[config.mk]
export PLATFORM = sky130hd
export DESIGN_NAME = irq_req_latch_flat
export DESIGN_NICKNAME = d
export VERILOG_FILES = /design/src/rtl/irq_req_latch_if.sv /design/src/rtl/irq_req_latch.sv /design/src/flat_wrapper.sv
export SDC_FILE = /design/constraint.sdc
export NUM_CORES = 1
export LEC_CHECK = 0
export ABC_AREA = 1
export BUFFER_PORTS_ARGS = -buffer_cell sky130_fd_sc_hd__buf_2
export CAP_MARGIN = 20
export CORE_ASPECT_RATIO = 0.8
export CORE_UTILIZATION = 31
export DETAILED_ROUTE_END_ITERATION = 8
export PLACE_DENSITY = 0.54
export SKIP_LAST_GASP = 1
export SYNTH_ARGS = -nofsm -noshare
export SYNTH_HDL_FRONTEND = slang
export SYNTH_SLANG_ARGS = --single-unit
[constraint.sdc]
create_clock -name clk -period 4.4 [get_ports clk]
set_input_delay 1.1 -clock clk [delete_from_list [all_inputs] [get_ports clk]]
set_output_delay 1.1 -clock clk [all_outputs]
set_load 0.01 [all_outputs]
[src/rtl/irq_req_latch_if.sv]
// Bundle of request, grant and pending signals between requesters and irq_req_latch.
// Ports: req, mask, grant_ready (into the latch); grant_onehot, grant_valid, pending (out of it).
// master = requester/consumer side, slave = irq_req_latch side.
interface irq_req_latch_if #(
  parameter int N = 4
);
  logic [N-1:0] req;
  logic [N-1:0] mask;
  logic [N-1:0] grant_onehot;
  logic         grant_valid;
  logic         grant_ready;
  logic [N-1:0] pending;

  modport master (
    output req, mask, grant_ready,
    input  grant_onehot, grant_valid, pending
  );

  modport slave (
    input  req, mask, grant_ready,
    output grant_onehot, grant_valid, pending
  );
endinterface

[src/rtl/irq_req_latch.sv]
// Purpose: latch request edges into sticky pending bits, pick one unmasked line round-robin
//          and offer it as a held one-hot grant until the consumer acknowledges it.
// Ports:   clk, rst (sync, active-high); bus (irq_req_latch_if.slave): req, mask, grant_ready in;
//          grant_onehot, grant_valid, pending out.
// Option:  define IRQ_LEVEL_EN for level-sensitive requests (pending follows req every cycle).
//
// Purpose: request edge capture + round-robin arbitration feeding the 4-to-2 encoder.
// Latency: req rise at t -> pending at t+1 -> grant_valid at t+2 (idle, unmasked line).
// Backpressure: grant held stable while grant_ready=0; ack frees the stage, next grant 2 cycles later.
module irq_req_latch #(
  parameter int N     = 4,
  parameter int PTR_W = 2
) (
  input logic             clk,
  input logic             rst,
  irq_req_latch_if.slave  bus
);

  typedef enum logic {IDLE, OFFER} state_t;

  state_t             state, state_nxt;
  logic [N-1:0]       pending_q, pending_nxt;
  logic [N-1:0]       grant_q, grant_nxt;
  logic               valid_q, valid_nxt;
  logic [PTR_W-1:0]   rr_ptr, rr_nxt;
  logic [PTR_W-1:0]   gidx_q, gidx_nxt;
  logic [PTR_W-1:0]   cand;
  logic               found;
  logic [N-1:0]       set_vec;
  logic [N-1:0]       elig;

`ifdef IRQ_LEVEL_EN
  // Level mode: an asserted line keeps re-arming its pending bit.
  assign set_vec = bus.req;
`else
  logic [N-1:0] req_q;

  always_ff @(posedge clk) begin
    if (rst) req_q <= '0;
    else     req_q <= bus.req;
  end

  assign set_vec = bus.req & ~req_q;
`endif

  // Masked lines stay pending but are invisible to arbitration.
  assign elig = pending_q & ~bus.mask;

  always_comb begin
    state_nxt   = state;
    pending_nxt = pending_q | set_vec;
    grant_nxt   = grant_q;
    valid_nxt   = valid_q;
    rr_nxt      = rr_ptr;
    gidx_nxt    = gidx_q;
    found       = 1'b0;
    cand        = '0;

    case (state)
      IDLE: begin
        // Scan starts one past the last granted line so every line gets a turn.
        for (int k = 1; k <= N; k++) begin
          cand = PTR_W'((int'(rr_ptr) + k) % N);
          if (!found && elig[cand]) begin
            found    = 1'b1;
            gidx_nxt = cand;
          end
        end
        if (found) begin
          grant_nxt           = '0;
          grant_nxt[gidx_nxt] = 1'b1;
          valid_nxt           = 1'b1;
          state_nxt           = OFFER;
        end
      end

      OFFER: begin
        // Mask is deliberately ignored here: an offered grant is never withdrawn.
        if (bus.grant_ready) begin
          // Clear first, then OR in new sets, so an edge in the ack cycle survives.
          pending_nxt = (pending_q & ~grant_q) | set_vec;
          rr_nxt      = gidx_q;
          grant_nxt   = '0;
          valid_nxt   = 1'b0;
          state_nxt   = IDLE;
        end
      end

      default: state_nxt = IDLE;
    endcase
  end

  always_ff @(posedge clk) begin
    if (rst) begin
      state     <= IDLE;
      pending_q <= '0;
      grant_q   <= '0;
      valid_q   <= 1'b0;
      rr_ptr    <= PTR_W'(N - 1);
      gidx_q    <= '0;
    end else begin
      state     <= state_nxt;
      pending_q <= pending_nxt;
      grant_q   <= grant_nxt;
      valid_q   <= valid_nxt;
      rr_ptr    <= rr_nxt;
      gidx_q    <= gidx_nxt;
    end
  end

  assign bus.grant_onehot = grant_q;
  assign bus.grant_valid  = valid_q;
  assign bus.pending      = pending_q;

endmodule

[src/flat_wrapper.sv]
// flat-port wrapper written by rule: the top's interface ports become plain ports
module irq_req_latch_flat 
#(
  parameter int N     = 4,
  parameter int PTR_W = 2
)
  (clk, rst, bus_req, bus_mask, bus_grant_ready, bus_grant_onehot, bus_grant_valid, bus_pending);
  irq_req_latch_if #(.N(N)) bus_i ();
  input logic clk;
  input logic rst;
  input wire logic [$bits(bus_i.req)-1:0] bus_req;
  input wire logic [$bits(bus_i.mask)-1:0] bus_mask;
  input wire logic [$bits(bus_i.grant_ready)-1:0] bus_grant_ready;
  output wire logic [$bits(bus_i.grant_onehot)-1:0] bus_grant_onehot;
  output wire logic [$bits(bus_i.grant_valid)-1:0] bus_grant_valid;
  output wire logic [$bits(bus_i.pending)-1:0] bus_pending;
  assign bus_i.req = bus_req;
  assign bus_i.mask = bus_mask;
  assign bus_i.grant_ready = bus_grant_ready;
  assign bus_grant_onehot = bus_i.grant_onehot;
  assign bus_grant_valid = bus_i.grant_valid;
  assign bus_pending = bus_i.pending;
  irq_req_latch #(.N(N), .PTR_W(PTR_W)) u_core (.clk(clk), .rst(rst), .bus(bus_i));
endmodule
### Word-level counts from Yosys, hierarchy flattened

Index checks and enable logic that the tools add are counted.

* register bits: 18

* $add $sub $neg: 4
* $lt $le $gt $ge: 6
* equal/unequal tests: 2
* multiplexer cells: 34
* bitwise logic cells: 9
* reduce and logical (&&, ||, !) cells: 9

Operators by type and width (count)
* two-way mux 1 bit: 17
* two-way mux 4 bit: 4
* < comparator 2 x 3 -> 1 bit (second input constant): 5
* AND 4 bit: 3
* inverter 4 bit: 3
* two-way mux 2 bit: 5
* binary-select mux 1 bit (select 2 bit): 4
* OR 4 bit: 2
* case mux 4 bit (2 select lines): 1
* adder 2 x 1 -> 2 bit (second input constant): 2
* adder 2 bit (second input constant): 2
* logical AND 1 bit: 4
* case mux 1 bit (2 select lines): 2
* AND reduction 2 bit: 2
* logical NOT 1 bit: 3
* demux 1 bit (select 2 bit): 1
* >= comparator 2 x 1 -> 1 bit (second input constant): 1
* != test 2 x 1 -> 1 bit (second input constant): 1
* != test 2 bit (second input constant): 1
* inverter 1 bit: 1

### Longest topological paths before layout

Gate-level depths: netlist (run 1).

* word-level depth: 24
* mapped depth: 14
* gate-level depth less buffers: 13

### Worst setup path before layout (run 1)

Ideal clock, no wire load.

* path kind: input to register
* from: input port bus_mask[1]
* to: register u_core.grant_q[1] (netlist: u_core.bus.grant_onehot[1])
* data arrival time: 2.013 ns
* required time: 4.269 ns
* slack: 2.256 ns
* stages on the path: 10
* buffers on the path: 0
* cell sequence: inv_1 -> nand3_1 -> nand2_1 -> inv_1 -> o21ai_4 -> nor3_4 -> nor2_2 -> nor2_4 -> nand2_1 -> a21oi_2

* longest elaborated chain between the ends: 24
* elaborated cells on any way between the ends: 38

Ends and longest elaborated chain
* start: declaration: RTL line flat_wrapper.sv:12 `input wire logic [$bits(bus_i.mask)-1:0] bus_mask;`
* inverter 4 bit (*): RTL line irq_req_latch.sv:47 `assign elig = pending_q & ~bus.mask;`
* AND 4 bit (*): RTL line irq_req_latch.sv:47
* binary-select mux 1 bit (select 2 bit): RTL line irq_req_latch.sv:64 `if (!found && elig[cand]) begin`
* two-way mux 1 bit (not written as such): RTL line irq_req_latch.sv:64
* two-way mux 1 bit: RTL line irq_req_latch.sv:64
* two-way mux 1 bit: RTL line irq_req_latch.sv:59 `case (state)`
* logical NOT 1 bit: RTL line irq_req_latch.sv:64
* logical AND 1 bit: RTL line irq_req_latch.sv:64
* [... 8 more ...]
* two-way mux 2 bit: RTL line irq_req_latch.sv:64
* two-way mux 2 bit: RTL line irq_req_latch.sv:59
* < comparator 2 x 3 -> 1 bit (not written as such) / >= comparator 2 x 1 -> 1 bit (equally long branches): RTL line irq_req_latch.sv:71 `grant_nxt[gidx_nxt] = 1'b1;`
* logical AND 1 bit (not written as such): RTL line irq_req_latch.sv:71
* two-way mux 1 bit (not written as such): RTL line irq_req_latch.sv:71
* demux 1 bit (select 2 bit)
* two-way mux 4 bit: RTL line irq_req_latch.sv:69 `if (found) begin`
* case mux 4 bit (2 select lines): RTL line irq_req_latch.sv:59
* end signal: assignment: RTL line irq_req_latch.sv:104 `grant_q <= grant_nxt;`
* end: declaration: RTL line irq_req_latch.sv:23 `logic [N-1:0] grant_q, grant_nxt;`

Mark *: on every way between the ends. The rest lies on a longest branch, timed or not. The select of a mux whose other input is x is not followed.
A chain may end at the register's enable or synchronous reset.

### Worst setup path in the final report (run 1)

Same ends and word-level chain as after synthesis.

==> impl_metrics.ini, run 1 <==
[outcome]
outcome = completed

[worst_setup_path]
crit_arrival_ns = 2.36
cp_top_family = simple AND/OR/NAND/NOR gates
r2r_start = u_core.rr_ptr[0]$_SDFFE_PP1P_
r2r_slack_ns = 2.42
path_buf_inv = 3
worstPathRequired_ns = 4.59
max_stage_delay_ns = 0.25
critPathKind = primary input to register
cp-start-kind = primary input
crit_path_end_kind = register
path_max_fanout = 6
crit_slowest_cell = nor2_2
worstPathCellList = buf_2, inv_1, nand3_1, nand2_1, inv_1, o21ai_4, nor3_4, nor2_2, nand3_1, a21oi_2
reg2reg_to = u_core.bus.grant_onehot[1]$_SDFFE_PP0P_
reg2reg_depth = 12

[global_route]
grt_max_degree = 16
grt_pass1_vias = 961
grt_pass1_wl_mm = 4.319
grt_use_total_pct = 13.90
antenna_found_initial = 0
grt_overflow = 0

[timing]
finalHoldViolations = 0
hold_slack_ns = 0.4155
finalCritPeriodShare_pct = 49.36
worstMarginPinSlew_ns = 0.5781
drv_slew = 0
slew_headroom_pct = 61.41
finalClockSkew_ns = 0.001338
rsz0062_at_grt = no
setup_viol = 0
fin_crit_ns = 2.172
max_freq_mhz = 460.4
finalSetupTns_ns = 0

[floorplan]
die_y_um = 56.06
die_w_um = 69.57
core_area_sq_um = 3471
start_util_pct = 32.62
row_count = 19
die_area_sq_um = 3900
ios = 20

[routing]
wl_per_cell_um = 11.35
drcViolationCount = 0
drt_pass1_iterations = 4
ant_nets = 0
drt_iter0_markers = 29
drt-total-wl_mm = 2.452
vias = 1007
viasPerCell = 4.662

[place]
portBuffers = 19
place.gp.congestion = 0.7849
post-dp-hpwl_mm = 1.933

[synth]
synth_top_area_share_pct = 31.82
ys_seq_elements = 18
yosysSeqAreaShare_pct = 31.82
syn_nets = 165
postSynthAreaPerCell_sq_um = 7.353
ys_types = 24
synthTopCellsByCount = 42 x nand2_1, 22 x nand3_1, 18 x dfxtp_1
syn_area_sq_um = 1132
synth.top_cells.by_area = dfxtp_1 32%, nand2_1 14%, nand3_1 9.7%, nand2_4 7.0%, nand3_2 5.3%
synth.largest_area_cell = dfxtp_1
synth_warnings = 0
synthFlopType = dfxtp_1
synth.most_common_cell = nand2_1
syn_inst = 154
synthArstFlopShare_pct = 0
synth_edf_count = 0

[cts]
postCtsHoldBufs = 0
root_buffer = clkbuf_8
cts_max_level = 1
cts_sinks = 18
clkTransAtPathRegs_ns = 0.07
cts_setup_buffers = 0
clkLatencyLatePin_ns = 0.25
ctsResizeCount = 0
cts_tree = done
cts_buffer_depth = 2
numCtsBuffers = 3

[final_layout]
final_nets = 186
fill_cells = 369
final_layout_size_suffix_gt1_share_pct = 31.03
areaGrowthSynthToFinish_pct = 15.58
diodes = 0

[pwr]
irDropWorstVdd_v = 0.0002159
p_leak_nw = 0.6537
pwr_density_cell_nw_per_um2 = 443.9

[min_path]
hold_depth = 1
hold_path_class = register to register
min_to = u_core.bus.pending[2]$_SDFF_PP0_
min_from = u_core.req_q[2]$_SDFF_PP0_

[run]
max_cap_viol_count = 0
-- layout by cell type (no fill, tap or decap) --
cell / Yosys / routed
clkinv_2: 1 / 1
o21ai_4: 1 / 1
nor2_4: 2 / 2
inv_8: 1 / 1
inv_1: 16 / 16
nor2_1: 6 / 6
o211ai_1: 2 / 2
o31ai_1: 4 / 4
nand2_1: 42 / 42
buf_2: 0 / 19
nor3_4: 1 / 1
nor2_2: 1 / 1
dfxtp_1: 18 / 18
a21oi_2: 1 / 1
o21ai_0: 3 / 3
inv_4: 1 / 1
nand3_4: 1 / 1
nand4_1: 1 / 1
nand3_2: 6 / 6
nand2_2: 8 / 8
a21oi_1: 6 / 6
nand3_1: 22 / 22
clkbuf_8: 0 / 4
nand2_4: 7 / 7
-- area by class of cell --
type / instances / area [sq um] / share of cell area, %
inverters: 19 / 82.58 / 6.310
clock buffers: 4 / 55.05 / 4.206
well taps: 42 / 52.55 / 4.015
flip-flops and latches: 18 / 360.3 / 27.53
multi-input cells: 114 / 663.1 / 50.67
repair buffers: 19 / 95.09 / 7.266
-- metal layers --
metal	global-route usage, %	routed length, um	vias up
li1	-	-	538
met1	19.98	1305	445
met2	20.11	993	22
met3	4.167	141	2
met4	3.499	12	0
met5	0	0	-
-- registers in the layout, indices dropped and copies added (netlist names) --
| register | flops |
|---|---|
| u_core.state | 1 |
| u_core.bus.grant_valid | 1 |
| u_core.bus.grant_onehot | 4 |
| u_core.bus.pending | 4 |
| u_core.req_q | 4 |
| u_core.rr_ptr | 2 |
| u_core.gidx_q | 2 |
-- how the worst max path moves through the flow --
stage | start | end | slack, ns | depth (start not counted)
2_1_floorplan | bus_mask[1] | u_core.bus.grant_onehot[1]$_SDFFE_PP0P_ | 2.26 | 10
3_3_place_gp | bus_mask[1] | u_core.bus.grant_onehot[1]$_SDFFE_PP0P_ | 1.97 | 10
3_5_place_dp | bus_mask[1] | u_core.bus.grant_onehot[0]$_SDFFE_PP0P_ | 1.97 | 10
4_1_cts | bus_mask[1] | u_core.bus.grant_onehot[1]$_SDFFE_PP0P_ | 2.23 | 10
5_1_grt | bus_mask[3] | u_core.gidx_q[1]$_SDFFE_PP0N_ | 2.05 | 13
6_report | bus_mask[1] | u_core.bus.grant_onehot[1]$_SDFFE_PP0P_ | 2.23 | 10
-- kinds of logic (layout without fill, tap and decap cells) --
group / count (synthesis) / in the layout / share of synthesized area [%]
AOI/OAI and AO/OA: 17 / 17 / 10.17
buffers and inverters: 22 / 42 / 9.613
DFF: 18 / 18 / 31.82
and+or+nand+nor: 97 / 97 / 48.40
-- stage by stage --
step	instances	utilization [%]	power (mW)	setup WS, ns	cell area, sq um
4_1_cts	216	37.71	0.5865	2.229	1309
2_1_floorplan	154	-	0.4023	2.256	1132
3_5_place_dp	212	36.12	0.4505	1.971	1254
6_report	216	37.71	0.5810	2.228	1309
3_3_place_gp	212	36.12	0.4494	1.965	1254
5_1_grt	216	37.71	0.6293	2.048	1309
-- where the power goes --
group	leakage (nW)	internal (mW)	total (mW)	switching (mW)
clock network	0.0288	0.0796	0.135	0.0554
registers	0.149	0.189	0.220	0.0313
logic	0.476	0.0830	0.226	0.143
total	0.654	0.351	0.581	0.230
(Power assumes the default switching activity.)
==> run 2, diff against run 1 <==
==> constraint.sdc (replaced) <==
create_clock -name clk -period 2.1 [get_ports clk]
set_input_delay 0.525 -clock clk [delete_from_list [all_inputs] [get_ports clk]]
set_output_delay 0.525 -clock clk [all_outputs]
set_load 0.01 [all_outputs]
==> run 2 against run 1 <==
  * Sequential cell count is the same
  * Sequential share of layout area shrank 0.31 points
  * Final cell count grew 0.93%
  * Cell area grew 1.1%
  * Register-to-register slack lost 2.0 ns
  * Total power grew 110%
  * Largest cell class unchanged
==> impl_metrics.ini, run 2 (same netlist as run 1, synthesis figures left out) <==
[floorplan]
die_y_um = 56.06
die_w_um = 69.57
start_util_pct = 32.62
ios = 20
core_area_sq_um = 3471
die_area_sq_um = 3900
row_count = 19

[final_layout]
final_common_cell = nand2_1
final_layout_size_suffix_gt1_share_pct = 31.82
areaGrowthSynthToFinish_pct = 16.91
final_nets = 188
mostFrequentLayoutCells = 42 x nand2_1, 22 x nand3_1, 19 x buf_2
final_core_util_pct = 38.14
diodes = 0

[routing]
ant_nets = 0
drt-total-wl_mm = 2.493
viasPerCell = 4.706
vias = 1026
drcViolationCount = 0
drt_iter0_markers = 50
wl_per_cell_um = 11.44
drt_pass1_iterations = 4

[cts]
cts_max_level = 1
cts_sinks = 18
cts_buffer_depth = 2
root_buffer = clkbuf_8
clkTransAtPathRegs_ns = 0.07
clkLatencyLatePin_ns = 0.25
numCtsBuffers = 3
cts_tree = done
ctsResizeCount = 0
cts_setup_buffers = 0
postCtsHoldBufs = 0

[pwr]
p_leak_nw = 0.6623
irDropWorstVdd_v = 0.0003779
pwr_density_cell_nw_per_um2 = 926.1

[timing]
drv_slew = 0
fin_crit_ns = 1.723
finalClockSkew_ns = 0.002628
hold_slack_ns = 0.4166
worstMarginPinSlew_ns = 0.3208
slew_headroom_pct = 78.59
setup_viol = 0
max_freq_mhz = 580.3
rsz0062_at_grt = no
finalSetupTns_ns = 0
finalCritPeriodShare_pct = 82.06
finalHoldViolations = 0

[worst_setup_path]
crit_path_end_kind = register
path_max_fanout = 7
critPathLaunch = u_core.rr_ptr[1]$_SDFFE_PP1P_
cpMostUsedCell = nand2_4
crit_slowest_cell = dfxtp_1
worstPathCellList = nand2_1, nand2_4, nand3_4, nand2_4, nand2_4, nor2_4, nand2_4, nand2_1, nand2_1, nand2_2, nand3_1, a21oi_2
r2r_start = u_core.rr_ptr[1]$_SDFFE_PP1P_
worstPathRequired_ns = 2.29
cp-start-kind = register
max_stage_delay_ns = 0.51
crit_arrival_ns = 1.91
critPathKind = register to register

[global_route]
grt_pass1_vias = 918
grt_use_total_pct = 13.93
grt_max_degree = 16
grt_overflow = 0
grt_pass1_wl_mm = 4.340
antenna_found_initial = 0

[outcome]
outcome = completed

[min_path]
hold_path_class = register to register
min_from = u_core.req_q[1]$_SDFF_PP0_

[place]
portBuffers = 19
place.gp.congestion = 0.7918
post-dp-hpwl_mm = 1.998

[run]
max_cap_viol_count = 0
## run 2: power breakdown
part           internal, mW  switching [mW]  total (mW)
sequential            0.396          0.0511       0.447
combinational         0.181           0.317       0.498
clock                 0.166           0.115       0.281
total                 0.743           0.483        1.23
## run 2: metrics by stage
stage	worst slack, ns	std cells	power, mW	area (sq um)
3_5_place_dp	0.2336	214	0.9531	1269
5_1_grt	0.2192	218	1.331	1324
3_3_place_gp	0.2533	214	0.9502	1269
6_report	0.3767	218	1.226	1324
4_1_cts	0.3479	218	1.238	1324
2_1_floorplan	0.5314	154	0.8429	1132
## run 2: path summary, 6_finish.rpt
check / endpoint / slack (ns) / cells after the start
max: u_core.bus.grant_onehot[1]$_SDFFE_PP0P_ / 0.38 / 12
min: u_core.bus.pending[1]$_SDFF_PP0_ / 0.42 / 1
max reg2reg: u_core.bus.grant_onehot[1]$_SDFFE_PP0P_ / 0.38 / 12
min reg2reg: u_core.bus.pending[1]$_SDFF_PP0_ / 0.42 / 1
## run 2: worst max-delay path: cells and delay by family (launching register included)
family	cells	cell delay, ns
AO/OA/AOI/OAI	1	0.13
flip-flops	1	0.51
AND/OR/NAND/NOR	11	1.03
## run 2: layer usage
metal	vias to the layer above	wire (um)	GRT usage [%]
li1	543	-	-
met1	454	1308	20.40
met2	29	1029	20.11
met3	0	155	4.710
met4	0	0	1.749
met5	-	0	0
## run 2: cell type report
cell class                      count  area (sq um)
Fill cell                         382          2147
Clock buffer                        4         55.05
Sequential cell                    18         360.3
Timing Repair Buffer               21         110.1
Tap cell                           42         52.55
Inverter                           19         82.58
Multi-Input combinational cell    114         663.1
==> run 3, diff against run 2 <==
--- a/config.mk
+++ b/config.mk
@@ -11,7 +11,7 @@
 export CORE_ASPECT_RATIO = 0.8
 export CORE_UTILIZATION = 31
 export DETAILED_ROUTE_END_ITERATION = 8
-export PLACE_DENSITY = 0.54
+export PLACE_DENSITY = 0.56
 export SKIP_LAST_GASP = 1
 export SYNTH_ARGS = -nofsm -noshare
 export SYNTH_HDL_FRONTEND = slang
==> constraint.sdc (replaced) <==
create_clock -name clk -period 1.55 [get_ports clk]
set_input_delay 0.3875 -clock clk [delete_from_list [all_inputs] [get_ports clk]]
set_output_delay 0.3875 -clock clk [all_outputs]
set_load 0.01 [all_outputs]
==> run 3 against run 2 <==
  * The run now ends with setup timing left
  * Combinational power grew 93%
  * Sequential share of layout area shrank 4.8 points
  * Global-route usage grew 1.2 points
  * Total power grew 60%
  * Setup slack lost 0.53 ns
  * Sequential cell count is the same
  * Cell area grew 22%
  * Sequential power grew 36%
  * Critical path depth grew 1
  * Critical endpoint is now u_core.gidx_q[1]$_SDFFE_PP0N_
  * Largest cell class unchanged
  * Largest power group unchanged
==> impl_metrics.ini, run 3 (same netlist as run 1, synthesis figures left out) <==
[outcome]
outcome = finished, violations left
violations = setup timing

[worst_setup_path]
crit_path_end_kind = register
critPathKind = register to register
path_depth = 13
crit_slowest_cell = dfxtp_2
path_buf_inv = 4
cp-start-kind = register
path_max_fanout = 7
max_stage_delay_ns = 0.35
crit_arrival_ns = 1.85
worstPathRequired_ns = 1.70
cp_top_family = simple AND/OR/NAND/NOR gates
reg2reg_depth = 13
worstPathCellList = buf_12, clkinv_8, nand2_2, nand2_4, nand3_4, nand2_4, buf_4, nand3_1, nand3_2, nand3_1, nand2_2, o21ai_0, inv_1

[pwr]
pwr_density_cell_nw_per_um2 = 1206
irDropWorstVdd_v = 0.0008077
p_leak_nw = 0.8002

[cts]
cts_tree = done
postCtsHoldBufs = 0
clkLatencyLatePin_ns = 0.25
clkTransAtPathRegs_ns = 0.07
cts_max_level = 1
numCtsBuffers = 3
root_buffer = clkbuf_8
cts_buffer_depth = 2
cts_sinks = 18

[global_route]
grt_pass1_wl_mm = 4.698
grt_overflow = 0
antenna_found_initial = 0
grt_use_total_pct = 15.10
grt_pass1_vias = 1085
grt_max_degree = 16

[timing]
finalHoldViolations = 0
worstMarginPinSlew_ns = 0.2956
setup_ws_ns = -0.1569
finalSetupTns_ns = -0.7492
setup_viol = 7
max_freq_mhz = 585.9
fin_crit_ns = 1.707
hold_slack_ns = 0.3407
finalCritPeriodShare_pct = 110.1
drv_slew = 0
slew_headroom_pct = 80.29
finalClockSkew_ns = 0.002677
rsz0062_at_grt = yes

[final_layout]
final_layout_size_suffix_gt1_share_pct = 49.75
areaGrowthSynthToFinish_pct = 43.20
diodes = 0
final_core_util_pct = 46.72
fill_cells = 353
final_nets = 211
mostFrequentLayoutCells = 32 x nand2_1, 24 x buf_4, 19 x buf_2
final_common_cell = nand2_1

[routing]
drcViolationCount = 0
ant_nets = 0
drt_pass1_iterations = 4
vias = 1141
drt-total-wl_mm = 2.867
wl_per_cell_um = 11.90
viasPerCell = 4.734
drt_iter0_markers = 50

[floorplan]
start_util_pct = 32.62
die_w_um = 69.57
ios = 20
die_area_sq_um = 3900
die_y_um = 56.06
core_area_sq_um = 3471
row_count = 19

[min_path]
hold_depth = 3
hold_path_class = primary input to register

[run]
max_cap_viol_count = 0

[place]
portBuffers = 19
post-dp-hpwl_mm = 2.206
place.gp.congestion = 0.8001
[run 3: cell count changes in the layout (fill, tap and decap cells not counted), sizes merged]
cell,before,now
inv,18,17
clkinv,1,2
buf,21,44
[run 3: cell type report]
cell class	count	area, sq um	area share [%]
Clock buffer	4	55.05	3.395
Sequential cell	18	362.8	22.38
Multi-Input combinational cell	114	768.2	47.38
Tap cell	42	52.55	3.241
Inverter	19	87.58	5.401
Timing Repair Buffer	44	295.3	18.21
[run 3: through the flow]
stage / cells / area [sq um] / power, mW / setup WS, ns
6_report: 241 / 1622 / 1.956 / -0.1569
3_3_place_gp: 229 / 1394 / 1.383 / -0.1644
5_1_grt: 241 / 1622 / 2.095 / -0.2902
2_1_floorplan: 154 / 1132 / 1.142 / 0.07217
3_5_place_dp: 229 / 1394 / 1.401 / -0.2090
4_1_cts: 237 / 1496 / 1.840 / -0.1169
[run 3: worst paths after layout]
kind | from | to | slack (ns)
min reg2reg | u_core.req_q[2]$_SDFF_PP0_ | u_core.bus.pending[2]$_SDFF_PP0_ | 0.42
min | bus_req[3] | u_core.req_q[3]$_SDFF_PP0_ | 0.34
max | u_core.rr_ptr[0]$_SDFFE_PP1P_ | u_core.gidx_q[1]$_SDFFE_PP0N_ | -0.16
max reg2reg | u_core.rr_ptr[0]$_SDFFE_PP1P_ | u_core.gidx_q[1]$_SDFFE_PP0N_ | -0.16
[run 3: what timing repair did]
action	CTS	global route
setup buffers	4	4
pin swaps	6	4
setup endpoints to repair	7	8
gates resized for setup	5	24
[run 3: routing by layer]
layer / part of all wire, % / up-vias / wire length, um / track usage, %
met4: 1.1 / 0 / 31 / 6.122
met1: 49 / 532 / 1408 / 20.29
met3: 1.6 / 4 / 46 / 1.087
met2: 48 / 16 / 1380 / 25.10
met5: 0 / - / 0 / 0
li1: - / 589 / - / -
[run 3: tightest hold or removal path: stages]
cell and delay [ns]:
buf_2 0.07, inv_1 0.04, nor2_1 0.06
[run 3: where the power goes]
group,internal (mW),switching [mW]
clock,0.226,0.157
sequential,0.538,0.0722
combinational,0.419,0.544
total,1.18,0.773
